**config.mk**
```make
export PLATFORM = sky130hd
export DESIGN_NAME = pc_sequencer_flat
export DESIGN_NICKNAME = d
export VERILOG_FILES = /design/src/rtl/gpu_pkg.sv /design/src/rtl/pc_sequencer_if.sv /design/src/rtl/pc_branch_cond.sv /design/src/rtl/pc_sequencer.sv /design/src/flat_wrapper.sv
export SDC_FILE = /design/constraint.sdc
export NUM_CORES = 1
export LEC_CHECK = 0
export CAP_MARGIN = 25
export CORE_MARGIN = 2
export CORE_UTILIZATION = 47
export CTS_BUF_LIST = sky130_fd_sc_hd__clkbuf_2
export DETAILED_ROUTE_END_ITERATION = 10
export HOLD_SLACK_MARGIN = 0.05
export PLACE_DENSITY = 0.94
export SETUP_SLACK_MARGIN = 0.05
export SYNTH_ARGS = -nofsm -noshare
export SYNTH_HDL_FRONTEND = slang
export SYNTH_SLANG_ARGS = --single-unit
```
**constraint.sdc**
```tcl
create_clock -name CLK -period 2.2 [get_ports CLK]
set_clock_uncertainty 0.05 [all_clocks]
set_input_delay 0.22 -clock CLK [delete_from_list [all_inputs] [get_ports CLK]]
set_output_delay 0.22 -clock CLK [all_outputs]
set_load 0.005 [all_outputs]
```
**src/rtl/gpu_pkg.sv**
```systemverilog
// Shared TinyGPU types and constants: sequencer states and NZP flag layout.
package gpu_pkg;

    typedef enum logic [1:0] {
        IDLE  = 2'd0,
        FETCH = 2'd1,
        EXEC  = 2'd2,
        DONE  = 2'd3
    } pc_state_t;

    localparam int unsigned NZP_BITS = 3;
    localparam int unsigned NZP_N    = 2;
    localparam int unsigned NZP_Z    = 1;
    localparam int unsigned NZP_P    = 0;

    // Flag register comes out of reset reporting "zero".
    localparam logic [NZP_BITS-1:0] NZP_RESET = 3'b010;

endpackage

```
**src/rtl/pc_sequencer_if.sv**
```systemverilog
// Fetch handshake plus decoder/flag-register inputs seen by the PC sequencer.
interface pc_sequencer_if
    import gpu_pkg::*;
#(
    parameter int unsigned ADDR_BITS = 8
);

    logic                 FetchReq;
    logic [ADDR_BITS-1:0] FetchAddr;
    logic                 FetchAck;
    logic                 Commit;
    logic                 PCMux;
    logic [NZP_BITS-1:0]  DecodedNZP;
    logic [ADDR_BITS-1:0] DecodedImm;
    logic                 Ret;
    logic [NZP_BITS-1:0]  NZPIn;

    modport master (
        output FetchReq, FetchAddr,
        input  FetchAck, Commit, PCMux, DecodedNZP, DecodedImm, Ret, NZPIn
    );

    modport slave (
        input  FetchReq, FetchAddr,
        output FetchAck, Commit, PCMux, DecodedNZP, DecodedImm, Ret, NZPIn
    );

endinterface

```
**src/rtl/pc_branch_cond.sv**
```systemverilog
// BRnzp condition: taken when the instruction is a branch and any masked flag is set.
module pc_branch_cond
    import gpu_pkg::*;
(
    input  logic [NZP_BITS-1:0] mask_i,
    input  logic [NZP_BITS-1:0] flags_i,
    input  logic                pc_mux_i,
    output logic                taken_c_o
);

    logic hit_n;
    logic hit_z;
    logic hit_p;

    assign hit_n     = mask_i[NZP_N] & flags_i[NZP_N];
    assign hit_z     = mask_i[NZP_Z] & flags_i[NZP_Z];
    assign hit_p     = mask_i[NZP_P] & flags_i[NZP_P];
    assign taken_c_o = pc_mux_i & (hit_n | hit_z | hit_p);

endmodule

```
**src/rtl/pc_sequencer.sv**
```systemverilog
// Per-thread PC sequencer: requests fetches at PC and picks branch target or PC+1 on commit.
module pc_sequencer
    import gpu_pkg::*;
#(
    parameter int unsigned          ADDR_BITS = 8,
    parameter logic [ADDR_BITS-1:0] RESET_PC  = '0,
    parameter int unsigned          CNT_BITS  = 16
)(
    input  logic                  CLK,
    input  logic                  RST,
    pc_sequencer_if.master        bus,
    input  logic                  Start,
    output logic [ADDR_BITS-1:0]  PCOut,
    output logic                  BranchTaken,
    output logic                  Busy,
    output logic                  Done,
    output logic [CNT_BITS-1:0]   InstrCount
);

    pc_state_t             state_q, state_d;
    logic [ADDR_BITS-1:0]  pc_q, pc_d;
    logic [CNT_BITS-1:0]   cnt_q, cnt_d;
    logic                  bt_q, bt_d;
    logic                  taken_c;

    pc_branch_cond u_branch_cond (
        .mask_i    (bus.DecodedNZP),
        .flags_i   (bus.NZPIn),
        .pc_mux_i  (bus.PCMux),
        .taken_c_o (taken_c)
    );

    always_ff @(posedge CLK) begin
        if (RST) begin
            state_q <= IDLE;
            pc_q    <= RESET_PC;
            cnt_q   <= '0;
            bt_q    <= 1'b0;
        end else begin
            state_q <= state_d;
            pc_q    <= pc_d;
            cnt_q   <= cnt_d;
            bt_q    <= bt_d;
        end
    end

    // Next state, next PC and saturating commit counter; RET wins over a branch.
    always_comb begin
        state_d = state_q;
        pc_d    = pc_q;
        cnt_d   = cnt_q;
        bt_d    = 1'b0;
        case (state_q)
            IDLE: begin
                if (Start) begin
                    state_d = FETCH;
                    pc_d    = RESET_PC;
                    cnt_d   = '0;
                end
            end
            FETCH: begin
                if (bus.FetchAck) begin
                    state_d = EXEC;
                end
            end
            EXEC: begin
                if (bus.Commit) begin
                    if (cnt_q != '1) begin
                        cnt_d = cnt_q + CNT_BITS'(1);
                    end
                    if (bus.Ret) begin
                        state_d = DONE;
                    end else begin
                        state_d = FETCH;
                        bt_d    = taken_c;
                        pc_d    = taken_c ? bus.DecodedImm : pc_q + ADDR_BITS'(1);
                    end
                end
            end
            DONE: begin
                state_d = DONE;
            end
            default: begin
                state_d = IDLE;
            end
        endcase
    end

    assign bus.FetchReq  = (state_q == FETCH);
    assign bus.FetchAddr = pc_q;
    assign PCOut         = pc_q;
    assign BranchTaken   = bt_q;
    assign Busy          = (state_q == FETCH) || (state_q == EXEC);
    assign Done          = (state_q == DONE);
    assign InstrCount    = cnt_q;

endmodule

```
**src/flat_wrapper.sv**
```systemverilog
// flat-port wrapper written by rule: the top's interface ports become plain ports
module pc_sequencer_flat import gpu_pkg::*;
#(
    parameter int unsigned          ADDR_BITS = 8,
    parameter logic [ADDR_BITS-1:0] RESET_PC  = '0,
    parameter int unsigned          CNT_BITS  = 16
)
  (CLK, RST, Start, PCOut, BranchTaken, Busy, Done, InstrCount, bus_FetchReq, bus_FetchAddr, bus_FetchAck, bus_Commit, bus_PCMux, bus_DecodedNZP, bus_DecodedImm, bus_Ret, bus_NZPIn);
  pc_sequencer_if #(.ADDR_BITS(ADDR_BITS)) bus_i ();
  input  logic CLK;
  input  logic RST;
  input  logic Start;
  output logic [ADDR_BITS-1:0] PCOut;
  output logic BranchTaken;
  output logic Busy;
  output logic Done;
  output logic [CNT_BITS-1:0] InstrCount;
  output wire logic [$bits(bus_i.FetchReq)-1:0] bus_FetchReq;
  output wire logic [$bits(bus_i.FetchAddr)-1:0] bus_FetchAddr;
  input wire logic [$bits(bus_i.FetchAck)-1:0] bus_FetchAck;
  input wire logic [$bits(bus_i.Commit)-1:0] bus_Commit;
  input wire logic [$bits(bus_i.PCMux)-1:0] bus_PCMux;
  input wire logic [$bits(bus_i.DecodedNZP)-1:0] bus_DecodedNZP;
  input wire logic [$bits(bus_i.DecodedImm)-1:0] bus_DecodedImm;
  input wire logic [$bits(bus_i.Ret)-1:0] bus_Ret;
  input wire logic [$bits(bus_i.NZPIn)-1:0] bus_NZPIn;
  assign bus_FetchReq = bus_i.FetchReq;
  assign bus_FetchAddr = bus_i.FetchAddr;
  assign bus_i.FetchAck = bus_FetchAck;
  assign bus_i.Commit = bus_Commit;
  assign bus_i.PCMux = bus_PCMux;
  assign bus_i.DecodedNZP = bus_DecodedNZP;
  assign bus_i.DecodedImm = bus_DecodedImm;
  assign bus_i.Ret = bus_Ret;
  assign bus_i.NZPIn = bus_NZPIn;
  pc_sequencer #(.ADDR_BITS(ADDR_BITS), .RESET_PC(RESET_PC), .CNT_BITS(CNT_BITS)) u_core (.CLK(CLK), .RST(RST), .bus(bus_i), .Start(Start), .PCOut(PCOut), .BranchTaken(BranchTaken), .Busy(Busy), .Done(Done), .InstrCount(InstrCount));
endmodule
```
==> impl_metrics.csv <==
group,metric,value,unit
outcome,outcome,"finished clean",
power,irDropWorstVdd,0.276,mV
routing,detail_route.iter0.violations,111,
final_layout,diodes,0,
timing,timing.slew.headroom,70.2,%
routing,drt_pre_antenna_iters,4,
routing,drt_via_density,5.72,
critical_path,worstReg2RegStart,"u_core.state_q[0]",
grt,antenna_found_initial,0,
critical_path,startpoint_type,"register",
synth,seq_area_frac_synth,32.6,%
power,power.net_switching,0.313,mW
clocking,clock_tree.root_cell,"sky130_fd_sc_hd__clkbuf_2",
synth,synthDistinctLibCells,52,
clocking,cts_buf_count,3,
critical_path,worst_ep_arrival_time,2.25,ns
grt,largest_net_degree_at_the_start_of_global_routing,22,
synth,syn-mean-instance-area,8.14,um2
final_layout,syn2layout_area_growth,37.2,%
floorplanning,chipWidth,63.4,um
timing,final-setup-viol-count,0,
place,dp_worst_setup_slack,0.0914,ns
grt,global_route.overflow_total,0,
timing,final_max_slew_viol_count,0,
critical_path,crit_path_start,"u_core.state_q[0]",
synth,postSynthCellCount,204,
clocking,clk_pin_slew,0.25,ns
synth,register_bit_count_reported_by_yosys,27,
grt,grt_overall_usage,21.5,%
routing,wl_met1,1820,um
critical_path,critical_path.endpoint_type,"register",
critical_path,rr_endpoint,"u_core.InstrCount[14]",
timing,setup_total_negative_slack,0,ns
critical_path,crit_path_max_fanout,7,
floorplanning,floorplan.initialDensity,49.4,%
power,power.share.switching,30.9,%
routing,drc,0,
timing,finalWorstPathRequiredPeriod,1.99,ns
routing,wl,4280,um
critical_path,critical-path-slowest-cell,"sky130_fd_sc_hd__dfxtp_2",
floorplanning,die_ar,0.00402,mm2
routing,met3_length,205,um
critical_path,crit_path_cell_trace,"inv_1 > ha_2 > mux2i_1 > nor3_2 > o311ai_2 > or3_1 > a21oi_1",
routing,wl_met2,2220,um
floorplanning,floorplan.die.height,63.4,um
critical_path,worst_path_dominant_cell_family,"simple AND/OR/NAND/NOR gates",
final_layout,count_of_nets_after_finishing,284,
synth,yosys_warnings,0,
floorplanning,placement_rows,21,
power,pwr_density_cell,444,mW/mm2
power,comb_power_share,29.4,%
routing,num_vias,1727,
timing,rsz0062_at_grt,"false",
routing,detail_route.wl_per_cell,14.2,um
clocking,clock_insertion_delay_worst_skew,0.36,ns
critical_path,worstRegToRegCells,7,
critical_path,required,2.47,ns
power,finalPower,1.01,mW
critical_path,crit_path_max_incr_delay,0.40,ns
clocking,clkSinkCount,27,
clocking,cts.path.max_buffers,2,
critical_path,timing.setup.critical_path_class,"register to register",
power,design_internal_power,0.699,mW
place,final_estimated_routing_congestion_in_global_placement,1.00,
power,power.sequential.fraction,51.9,%
timing,fmax,504,MHz
critical_path,regToRegSetupSlack,0.21,ns
synth,netlist_area,0.00166,mm2
place,detailed_place.area,0.00223,mm2
clocking,tritoncts,"built",
floorplanning,core_box_area,0.00336,mm2
synth,async_flop_share,0,%
floorplanning,ios,57,
synth,synth_edf_count,0,
timing,final_clock_period_utilization_by_the_worst_path,90.2,%
final_layout,postLayoutCellArea,0.00228,mm2
routing,postRouteAntennaNets,0,
critical_path,path_buf_inv,1,
routing,highest_layer,"met4",
place,port_buffers,56,
timing,worstMarginPinSlew,0.446,ns
job,max_cap_viol_count,0,
grt,grt_pass1_vias,1564,
power,power.static_leakage,0.818,nW
synth,top_ff_cell_synth,"sky130_fd_sc_hd__dfxtp_1",
synth,synthesis.nets,231,
place,detailed_place_hpwl,3310,um
grt,first_pass_grt_wire_length,7130,um
critical_path,crit_end,"u_core.InstrCount[14]",
critical_path,crit_cells,7,
timing,holdWs,0.395,ns
power,clock_power_share,18.7,%
timing,finalHoldViolCount,0,
clocking,h-tree-depth,1,
timing,timing.final.ws_setup,0.215,ns
worst_hold_path,hold_path_class,"input pin to register",
final_layout,layout-drive-gt1-share,10.9,%
## worst min path at each step
stage | start | end | slack, ns | depth (start not counted)
detailed placement | u_core.PCOut[7] | u_core.PCOut[7] | 0.45 | 2
global route | bus_DecodedImm[6] | u_core.PCOut[6] | 0.41 | 3
global placement | u_core.state_q[0] | u_core.state_q[0] | 0.43 | 2
finish | bus_DecodedImm[6] | u_core.PCOut[6] | 0.39 | 3
CTS | bus_DecodedImm[6] | u_core.PCOut[6] | 0.41 | 3
floorplan | RST | u_core.InstrCount[8] | 0.34 | 3
## tightest hold or removal path, stage by stage
cell	delay (ns)
sky130_fd_sc_hd__clkdlybuf4s50_1	0.40
sky130_fd_sc_hd__a21oi_1	0.11
sky130_fd_sc_hd__o21ai_0	0.07
## cells in the mapped netlist (3+ instances only)
cell type / number / area [um2]
sky130_fd_sc_hd__nand3_1: 13 / 65.1
sky130_fd_sc_hd__a21o_1: 3 / 22.5
sky130_fd_sc_hd__nor2b_1: 3 / 18.8
sky130_fd_sc_hd__and4_1: 3 / 26.3
sky130_fd_sc_hd__nand2_1: 18 / 67.6
sky130_fd_sc_hd__o21ai_0: 14 / 70.1
sky130_fd_sc_hd__dfxtp_1: 27 / 541
sky130_fd_sc_hd__nor3b_1: 5 / 37.5
sky130_fd_sc_hd__nor2_1: 11 / 41.3
sky130_fd_sc_hd__a21oi_1: 14 / 70.1
sky130_fd_sc_hd__xnor2_1: 3 / 26.3
sky130_fd_sc_hd__nor4_1: 4 / 25.0
sky130_fd_sc_hd__o21ai_1: 3 / 15.0
sky130_fd_sc_hd__clkbuf_1: 4 / 15.0
sky130_fd_sc_hd__inv_1: 8 / 30.0
sky130_fd_sc_hd__o31ai_1: 4 / 30.0
sky130_fd_sc_hd__nand2b_1: 3 / 18.8
sky130_fd_sc_hd__buf_4: 8 / 60.1
sky130_fd_sc_hd__a31oi_1: 5 / 31.3
sky130_fd_sc_hd__ha_1: 6 / 75.1
sky130_fd_sc_hd__nor3_1: 7 / 35.0
## through the flow
step | util (%) | cells
6_report | 67.7 | 302
5_1_grt | 67.7 | 302
4_1_cts | 67.1 | 302
3_5_place_dp | 66.4 | 298
3_3_place_gp | 66.4 | 298
2_1_floorplan | - | 204
## what timing repair did
| action | 4_1_cts | 5_1_grt |
|---|---|---|
| resized for setup | 1 | 6 |
| setup endpoints to repair | 2 | 8 |
| hold buffers | 0 | 0 |
| buffers inserted | 0 | 0 |
| endpoints found under the hold margin | 0 | 0 |
## per-layer routing
layer  up-vias  track usage (%)
met5         -                0
met1       814             27.8
met3         4             1.96
li1        850                -
met4         0             6.25
met2        59             37.9
## layout by cell type, fill, tap and decap left out, drive strengths merged, types with 4 or more instances in the layout
master / n
nor2: 11
nor3: 8
nand3: 13
nand2: 19
nor4: 5
buf: 7
inv: 8
o31ai: 4
nor3b: 5
a21oi: 14
clkdlybuf4s50: 56
o21ai: 17
a31oi: 5
dfxtp: 27
ha: 6
## cells by family (layout without fill, tap and decap cells)
logic type	count (synthesis)	in the layout	share of synthesized area (%)
fa+ha+maj	6	6	4.52
flops	27	27	32.6
compound gates	53	53	20.0
simple gates	87	87	30.4
mux	4	4	2.79
buf+inv	23	75	7.61
xor+xnor	4	4	2.11
## power groups by stage
stage | sequential [mW] | combinational, mW | clock [mW]
2_1_floorplan | 0.528 | 0.168 | 0
3_3_place_gp | 0.530 | 0.274 | 0
3_5_place_dp | 0.531 | 0.282 | 0
4_1_cts | 0.522 | 0.286 | 0.190
5_1_grt | 0.529 | 0.325 | 0.213
6_report | 0.525 | 0.298 | 0.189
## final cells by class
| cell class | instances | area [um2] |
|---|---|---|
| sequential | 27 | 543 |
| multi-input combinational | 154 | 1010 |
| timing repair buffer | 63 | 613 |
| clock buffer | 3 | 15.0 |
| fill | 289 | 1090 |
| inverter | 8 | 30.0 |
| clock inverter | 1 | 5.00 |
| tap | 46 | 57.6 |
## state kept, by name, indices dropped and copies added (netlist names)
register and flops:
u_core.BranchTaken 1, u_core.InstrCount 16, u_core.PCOut 8, u_core.state_q 2
Note: power is estimated with default switching activity, not from simulation.
